==> config.mk <==
export PLATFORM = sky130hd
export DESIGN_NAME = sum_accumulator
export DESIGN_NICKNAME = d
export VERILOG_FILES = /design/src/rtl/sum_acc_pkg.sv /design/src/rtl/sum_accumulator_sat_add.sv /design/src/rtl/sum_accumulator.sv
export SDC_FILE = /design/constraint.sdc
export NUM_CORES = 1
export LEC_CHECK = 0
export CORE_MARGIN = 8
export CORE_UTILIZATION = 45
export DETAILED_ROUTE_END_ITERATION = 7
export HOLD_SLACK_MARGIN = 0.12
export MAX_ROUTING_LAYER = met4
export PLACE_DENSITY = 0.69
export SLEW_MARGIN = 20
export SYNTH_ARGS = -nofsm -noshare
export SYNTH_HDL_FRONTEND = slang
export SYNTH_SLANG_ARGS = --single-unit
==> constraint.sdc <==
create_clock -name clk -period 7.12 [get_ports clk]
set_input_delay 2.136 -clock clk [delete_from_list [all_inputs] [get_ports clk]]
set_output_delay 2.136 -clock clk [all_outputs]
set_load 0.005 [all_outputs]
==> src/rtl/sum_acc_pkg.sv <==
// Shared types and helpers for the frame accumulator: FSM state encoding
// and the frame-length clamp applied when a frame starts.
package sum_acc_pkg;

  typedef enum logic [1:0] {IDLE, ACCUM, HOLD} acc_state_t;

  // A zero length still means one sample; anything above the capacity is capped.
  function automatic int unsigned clamp_len(input int unsigned len, input int unsigned max_len);
    if (len == 0)
      return 1;
    else if (len > max_len)
      return max_len;
    else
      return len;
  endfunction

endpackage

==> src/rtl/sum_accumulator_sat_add.sv <==
// Unsigned ACC_WIDTH add with carry-out, optionally clamping to all-ones on carry.
module sat_add #(
  parameter int ACC_WIDTH = 16,
  parameter int SATURATE  = 0
) (
  input  logic [ACC_WIDTH-1:0] a,
  input  logic [ACC_WIDTH-1:0] b,
  output logic [ACC_WIDTH-1:0] sum,
  output logic                 ovf
);

  logic [ACC_WIDTH:0] full;

  assign full = {1'b0, a} + {1'b0, b};
  assign ovf  = full[ACC_WIDTH];
  // An all-ones accumulator plus anything non-zero carries again, so saturation is sticky.
  assign sum  = ((SATURATE != 0) && ovf) ? {ACC_WIDTH{1'b1}} : full[ACC_WIDTH-1:0];

endmodule

==> src/rtl/sum_accumulator.sv <==
// Accumulate-and-dump of adder results: sums a frame of len samples, then
// holds the total with a sticky overflow flag until downstream takes it.
module sum_accumulator
  import sum_acc_pkg::*;
#(
  parameter  int DATA_WIDTH = 8,
  parameter  int ACC_WIDTH  = 16,
  parameter  int MAX_LEN    = 16,
  parameter  int SATURATE   = 0,
  localparam int CNT_W      = $clog2(MAX_LEN + 1)
) (
  input  logic                  clk,
  input  logic                  rst,
  input  logic                  in_valid,
  output logic                  in_ready,
  input  logic [DATA_WIDTH:0]   in_sum,
  input  logic [CNT_W-1:0]      len,
  output logic                  out_valid,
  input  logic                  out_ready,
  output logic [ACC_WIDTH-1:0]  out_acc,
  output logic [CNT_W-1:0]      out_count,
  output logic                  out_ovf
);

  generate
    if (ACC_WIDTH < DATA_WIDTH + 1) begin : g_width_check
      $error("sum_accumulator: ACC_WIDTH must be at least DATA_WIDTH+1");
    end
  endgenerate

  acc_state_t           state;
  logic [ACC_WIDTH-1:0] acc;
  logic [ACC_WIDTH-1:0] acc_add;
  logic [ACC_WIDTH-1:0] in_ext;
  logic                 add_ovf;
  logic [CNT_W-1:0]     count;
  logic [CNT_W-1:0]     target;
  logic [CNT_W-1:0]     target_new;
  logic                 ovf;
  logic                 in_acc;
  logic                 out_acc_hs;

  assign in_ext     = ACC_WIDTH'(in_sum);
  assign target_new = CNT_W'(clamp_len(32'(len), MAX_LEN));
  assign in_acc     = in_valid && in_ready;
  assign out_acc_hs = out_valid && out_ready;

  sat_add #(
    .ACC_WIDTH (ACC_WIDTH),
    .SATURATE  (SATURATE)
  ) u_add (
    .a   (acc),
    .b   (in_ext),
    .sum (acc_add),
    .ovf (add_ovf)
  );

  // in_ready/out_valid are registered alongside the state so that neither
  // handshake side sees a combinational path from the other.
  always_ff @(posedge clk or posedge rst) begin
    if (rst) begin
      state     <= IDLE;
      acc       <= '0;
      count     <= '0;
      target    <= '0;
      ovf       <= 1'b0;
      in_ready  <= 1'b0;
      out_valid <= 1'b0;
    end else begin
      case (state)
        IDLE: begin
          in_ready  <= 1'b1;
          out_valid <= 1'b0;
          if (in_acc) begin
            acc    <= in_ext;
            count  <= CNT_W'(1);
            ovf    <= 1'b0;
            target <= target_new;
            if (target_new == CNT_W'(1)) begin
              state     <= HOLD;
              in_ready  <= 1'b0;
              out_valid <= 1'b1;
            end else begin
              state <= ACCUM;
            end
          end
        end
        ACCUM: begin
          if (in_acc) begin
            acc   <= acc_add;
            count <= count + CNT_W'(1);
            if (add_ovf)
              ovf <= 1'b1;
            if (count + CNT_W'(1) == target) begin
              state     <= HOLD;
              in_ready  <= 1'b0;
              out_valid <= 1'b1;
            end
          end
        end
        HOLD: begin
          if (out_acc_hs) begin
            state     <= IDLE;
            in_ready  <= 1'b1;
            out_valid <= 1'b0;
          end
        end
        default: begin
          state     <= IDLE;
          in_ready  <= 1'b0;
          out_valid <= 1'b0;
        end
      endcase
    end
  end

  assign out_acc   = acc;
  assign out_count = count;
  assign out_ovf   = ovf;

endmodule

==> results of run 1 <==
power breakdown:
| group | switching [mW] | leakage (nW) | total, mW | internal (mW) |
|---|---|---|---|---|
| Clock | 0.0731 | 0.0402 | 0.141 | 0.0680 |
| Sequential | 0.0772 | 0.394 | 0.319 | 0.242 |
| Combinational | 0.234 | 0.601 | 0.489 | 0.254 |
| Total | 0.385 | 1.04 | 0.949 | 0.564 |
registers in the layout, indices dropped and copies added, names as in the netlist:
name and count:
out_ovf 1, target 5, state 2, out_count 5, out_acc 16, in_ready 1
out_valid 1
worst min-delay path by stage:
stage	startpoint	cells after the start	to
floorplan	target[1]	2	target[1]
detailed placement	out_ovf	1	out_ovf
global placement	target[3]	2	target[3]
CTS	target[0]	2	target[0]
global route	out_ovf	1	out_ovf
finish	target[3]	2	target[3]
stage by stage:
step	utilization, %	area (µm²)
3_5_place_dp	56.3	2420
4_1_cts	58.4	2510
5_1_grt	58.4	2510
3_3_place_gp	56.3	2420
2_1_floorplan	-	1970
6_report	58.4	2510
tightest hold or removal path: cells and delay by family (launching register included):
family	cells	cell delay [ns]
AO/OA/AOI/OAI	1	0.06
flip-flops	1	0.36
AND/OR/NAND/NOR	1	0.05
layer usage:
layer	GRT usage [%]	routed length, µm	up-vias
li1	-	-	895
met1	20.7	2360	853
met2	23.3	2230	41
met3	3.68	212	6
met4	5.26	45	0
met5	-	0	-
cell families after synthesis:
family | Yosys count
compound gates | 67
xor+xnor | 10
simple gates | 82
mux | 4
flops | 31
buf+inv | 18
fa+ha+maj | 11
cell usage in the layout (no fill, tap or decap), types with 4 or more instances in the layout:
master	Yosys	final
sky130_fd_sc_hd__clkdlybuf4s50_1	0	41
sky130_fd_sc_hd__nand2_1	32	32
sky130_fd_sc_hd__dfrtp_1	31	31
sky130_fd_sc_hd__a21oi_1	19	19
sky130_fd_sc_hd__o21ai_0	15	15
sky130_fd_sc_hd__ha_1	10	10
sky130_fd_sc_hd__inv_1	9	9
sky130_fd_sc_hd__nand3_1	8	8
sky130_fd_sc_hd__nor2_1	7	7
sky130_fd_sc_hd__xnor2_1	6	6
sky130_fd_sc_hd__nand2b_1	6	6
sky130_fd_sc_hd__o211ai_1	5	5
sky130_fd_sc_hd__nor3_1	5	5
sky130_fd_sc_hd__clkbuf_8	0	5
sky130_fd_sc_hd__o22ai_1	4	4
sky130_fd_sc_hd__a21o_1	4	4
sky130_fd_sc_hd__nor4_1	4	4
sky130_fd_sc_hd__xor2_1	4	4
area by class of cell:
class / count / area share (%)
tap: 52 / 2.59
clock inverter: 3 / 0.798
timing repair buffer: 42 / 16.7
multi-input combinational: 174 / 44.9
clock buffer: 5 / 2.74
sequential: 31 / 30.9
inverter: 9 / 1.35
==> metrics, run 1 <==
full die area=approximately 0.0067 mm²; share of cells above drive strength 1=roughly 5.3%; Antenna Cells=0; clk buf depth=2; adder-cell area share of the yosys netlist=7.37%; mean cell area of the mapped netlist=approximately 8.8 µm²; Worst setup SP type=input pin; termination of the worst setup path=out_acc[14]; GRT Resource Usage Total=15.7%; worst hold-check slack=roughly 0.5 ns; Largest delay share family, worst path=simple AND/OR/NAND/NOR gates; number of standard cells in the final layout excluding fillers=about 320; wire length of the first global-routing pass=8070 µm; die outline height=a little over 80 µm; post-cts sizing count=0; setup repair after global routing missed its margin=no; pin count of the biggest net entering global routing=32; via count of the first global-routing pass=~1,700; cell-by-cell listing of the critical path=clkdlybuf4s50_1 -> ha_1 -> inv_1 -> fa_1 -> and2b_1 -> o2111ai_1 -> and4b_4 -> a31o_4 -> or4_1 -> nand3_1; largest stage delay on the critical path=~0.48 ns; initial cell density of the core=a little under half; routed length per placed instance=between 15 and 20 µm; top-count cell post-synth=sky130_fd_sc_hd__nand2_1; number of instances in the synthesized netlist=about 220; maximum capacitance violations=0; slowest library cell on the worst path=sky130_fd_sc_hd__clkdlybuf4s50_1; Synth Net Count=about 250; share of the synthesized area in compound gates (AO/OA/AOI/OAI)=21.9%; normalized max-slew margin=about 46%; sum of negative setup slack=0 ns; async set or reset register ratio after synthesis=100%; worst-case setup slack after placement=around 2.4 ns; Crit path depth=10; ranking of synthesized cells by instance count=sky130_fd_sc_hd__nand2_1 (32), sky130_fd_sc_hd__dfrtp_1 (31), sky130_fd_sc_hd__a21oi_1 (19), sky130_fd_sc_hd__o21ai_0 (15), sky130_fd_sc_hd__ha_1 (10); category of the worst setup path capture point=flip-flop; aggregate global routing overflow=0; total count of max-transition violations in the final report=0; Port-buffer cells=41; worst clock skew on the final layout=around 0.0082 ns; combined area of all synthesized cells=about 0.0020 mm²; worst vdd rail ir drop=0.215 mV; Fin. Hold Viols=0; period utilization=61.7%; Worst R2R Setup Slack=~4.7 ns; share of synthesized cell area in and, or, nand and nor gates=about a fifth; required time of the critical path=7.35 ns; top-area cell type share of the netlist area=between 30 and 40%; area of combinational cells with multiple inputs=between 0.001 and 0.0015 mm²; number of setup violations in the final report=0; clock buffers created by TritonCTS=5; number of placed instances with taps included=about 300; number of design rule violations left after detail routing=0; leak pwr=approximately 1.0 nW; critical path arrival=roughly 4.6 ns; synth warn=0; path class of the lowest-slack min-delay path=flip-flop to flip-flop; top cell type by total area after synthesis=sky130_fd_sc_hd__dfrtp_1; mean number of vias per cell=5.68; area of all sequential standard cells=slightly below 800 µm²; total number of vias=between 1,500 and 2,000; HPWL after detailed placement=~3400 µm; number of search-and-repair iterations in the first detailed-routing pass=4; htree depth=2; number of nets with antenna violations after detailed routing=0; final critical delay including setup and external delays=4.39 ns; Die X=around 82 µm; wire length after detailed routing=about 4900 µm; number of storage elements in the synthesis netlist=31; share of synthesized area spent on multiplexers=2.10%; power density relative to cell area=approximately 380 mW/mm²; fraction of synthesized cell area in xor and xnor cells=4.45%; largest driver fanout on the critical path=7; flip-flop cell with the highest count after synthesis=sky130_fd_sc_hd__dfrtp_1; hold buffer count at CTS=0; smallest setup slack after layout=2.73 ns; row cnt=24; Slew @ Worst Pin=~0.82 ns; Clock transition at path regs=around 0.080 ns; routability cong.=between 0.7 and 0.8; TritonCTS clock tree=yes; final total power=0.949 mW; top post-synthesis cells by area=sky130_fd_sc_hd__dfrtp_1 (39%), sky130_fd_sc_hd__ha_1 (6.4%), sky130_fd_sc_hd__nand2_1 (6.1%); first-iteration detailed-routing DRC count=~110; post-synthesis to final-layout area growth=27.3%; crit path kind=input pin to flip-flop; timing startpoint of the critical path=in_sum[0]; number of unique standard cell types used by synthesis=45; worst-skew pair later-pin latency=between 0.2 and 0.3 ns; fill cell count=400; outcome=finished, final reports clean; CTS root buffer=sky130_fd_sc_hd__clkbuf_8; share of synthesized area occupied by flip-flops and latches=about two fifths; main combinational cell family by area after synthesis=compound AO/OA/AOI/OAI gates; Crit Reg-Reg Startpoint=out_acc[0]; number of antenna violations at the first check in global routing=0; total core area=approximately 0.0043 mm²; final layout net count=about 300; count of flip-flops with a built-in enable after synthesis=0; top achievable clock speed=around 230 MHz; Post-CTS Setup Inserts=0; Reg2Reg Depth=9; endpoint of the most critical register-to-register path=out_acc[14]; WP buf/inv=2; num ports=between 40 and 50; clk sinks=31
(Power assumes the default switching activity.)
==> run 2, diff against run 1 <==
clock period = 4.45 ns   (was 7.12 ns; I/O delays follow)
==> run 2 against run 1 <==
Cell area up 0.60%. Worst setup slack worse by 1.9 ns. Critical path depth unchanged. Utilization up 0.35 points. Sequential share of layout area down 0.18 points. Sequential power up 60%. Critical endpoint unchanged. Via count up 0.67%. Largest cell class unchanged. Die area unchanged. Global-route usage up 0.60 points. Register-to-register slack worse by 2.7 ns. Power up 61%.
==> metrics, run 2 (synthesized netlist as in run 1, its figures left out) <==
wire length of the first global-routing pass=8450 µm (+4.8%); Die X=82.2 µm (unchanged); worst clock skew on the final layout=0.00743 ns (-0.000749 ns); Worst R2R Setup Slack=1.98 ns (-2.71 ns); Worst Hold Launch=out_ovf; htree depth=2 (unchanged); Slew @ Worst Pin=0.804 ns (-0.0112 ns); area of combinational cells with multiple inputs=0.00113 mm² (unchanged); CTS root buffer=sky130_fd_sc_hd__clkbuf_8; fill cell count=415 (+3.8%); die outline height=82.2 µm (unchanged); number of design rule violations left after detail routing=0 (unchanged); number of nets with antenna violations after detailed routing=0 (unchanged); number of standard cells in the final layout excluding fillers=318 (+0.63%); power density relative to cell area=604 mW/mm² (+60%); post-cts sizing count=0 (unchanged); aggregate global routing overflow=0 (unchanged); area of all sequential standard cells=776 µm² (unchanged); initial cell density of the core=45.9% (unchanged); period utilization=between 80% and 90%; sum of negative setup slack=0 ns (unchanged); clk sinks=31 (unchanged); final critical delay including setup and external delays=roughly 3.6 ns; clk buf depth=2 (unchanged); post-route cell area=0.00252 mm² (+0.60%); GRT Resource Usage Total=16.3% (+0.60 points); worst vdd rail ir drop=0.313 mV (+46%); most frequent standard cell in the layout excluding fill and tap cells=sky130_fd_sc_hd__clkdlybuf4s50_1; leak pwr=1.05 nW (+0.97%); crit path kind=input pin to flip-flop; routed length per placed instance=15.3 µm (about the same); total count of max-transition violations in the final report=0 (unchanged); Placed Instance Area=0.00243 mm² (+0.62%); Fin. Hold Viols=0 (unchanged); Worst setup SP type=input pin; category of the worst setup path capture point=flip-flop; full die area=0.00675 mm² (unchanged); hold endpoint=out_ovf; Port-buffer cells=41 (unchanged); endpoint of the most critical register-to-register path=out_acc[14]; largest driver fanout on the critical path=7 (unchanged); mean number of vias per cell=5.68 (about the same); number of antenna violations at the first check in global routing=0 (unchanged); row cnt=24 (unchanged); maximum capacitance violations=0 (unchanged); number of placed instances with taps included=310 (+0.65%); hold path cells=1 (-1); wire length after detailed routing=4880 µm (+0.58%); number of search-and-repair iterations in the first detailed-routing pass=4 (unchanged); Reg2Reg Depth=9 (unchanged); worst hold-check slack=0.506 ns (+0.00370 ns); TritonCTS clock tree=yes; share of cells above drive strength 1=6.02% (+0.71 points); routability cong.=0.812 (+2.2%); via count of the first global-routing pass=1,824 (+8.4%); number of setup violations in the final report=0 (unchanged); pin count of the biggest net entering global routing=24 (-25%); critical path arrival=3.85 ns (-0.77 ns); hold buffer count at CTS=0 (unchanged); Crit Reg-Reg Startpoint=out_acc[0]; normalized max-slew margin=46.4% (+0.75 points); Post-CTS Setup Inserts=0 (unchanged); num ports=42 (unchanged); top achievable clock speed=between 200 and 300 MHz; post-synthesis to final-layout area growth=28.1%; total number of vias=1,807 (+0.67%); Antenna Cells=0 (unchanged); commonest non-fill, non-tap cells in the layout=sky130_fd_sc_hd__clkdlybuf4s50_1 (41), sky130_fd_sc_hd__nand2_1 (32), sky130_fd_sc_hd__dfrtp_1 (31); max FFs per register=16 (unchanged); Clock transition at path regs=0.07 ns (about the same); worst-case setup slack after placement=0.536 ns (-1.89 ns); worst-skew pair later-pin latency=0.29 ns (about the same); final layout net count=294 (+0.68%); setup repair after global routing missed its margin=no; final total power=1.52 mW (+61%); clock buffers created by TritonCTS=5 (unchanged); total core area=0.00429 mm² (unchanged); required time of the critical path=4.68 ns (-2.67 ns); final design utilization=58.7% (+0.35 points); smallest setup slack after layout=0.827 ns (-1.90 ns); outcome=finished, final reports clean; HPWL after detailed placement=3460 µm (+2.6%); first-iteration detailed-routing DRC count=110 (+0.92%); path class of the lowest-slack min-delay path=flip-flop to flip-flop
==> run 2: changes by cell type in the layout (fill, tap and decap cells not counted) <==
cell                    change
sky130_fd_sc_hd__buf_4      +2
==> run 2: layout make-up <==
type	instances	area share, %
clock inverters	3	0.794
repair buffers	44	17.2
well taps	52	2.58
clock buffers	5	2.73
inverters	9	1.34
multi-input cells	174	44.6
flip-flops and latches	31	30.8
==> run 2: power breakdown <==
group          switching [mW]  leakage, nW  internal, mW  total (mW)
registers               0.123        0.394         0.387       0.511
logic                   0.376        0.611         0.411       0.787
clock network           0.117       0.0402         0.109       0.226
==> run 2: layer usage <==
metal	vias up	track usage [%]	share of wire [%]
li1	897	-	-
met1	850	20.7	47
met2	53	24.4	45
met3	7	4.11	7.0
met4	0	6.49	1.5
met5	-	-	0
==> run 2: worst max path at each step <==
stage | start | to | depth (start not counted)
final | in_sum[0] | out_acc[14] | 10
after global routing | in_sum[0] | out_acc[14] | 10
after CTS | in_sum[0] | out_acc[14] | 10
after detailed placement | in_sum[0] | out_acc[14] | 10
after global placement | in_sum[0] | out_acc[14] | 10
after floorplan | in_sum[0] | out_acc[14] | 9
==> run 2: worst max-delay path: stages <==
cell and delay (ns):
sky130_fd_sc_hd__clkdlybuf4s50_1 0.48, sky130_fd_sc_hd__ha_1 0.18, sky130_fd_sc_hd__inv_1 0.06, sky130_fd_sc_hd__fa_1 0.38, sky130_fd_sc_hd__and2b_1 0.25, sky130_fd_sc_hd__o2111ai_1 0.12
sky130_fd_sc_hd__and4b_4 0.25, sky130_fd_sc_hd__a31o_4 0.25, sky130_fd_sc_hd__or4_1 0.46, sky130_fd_sc_hd__nand3_1 0.09
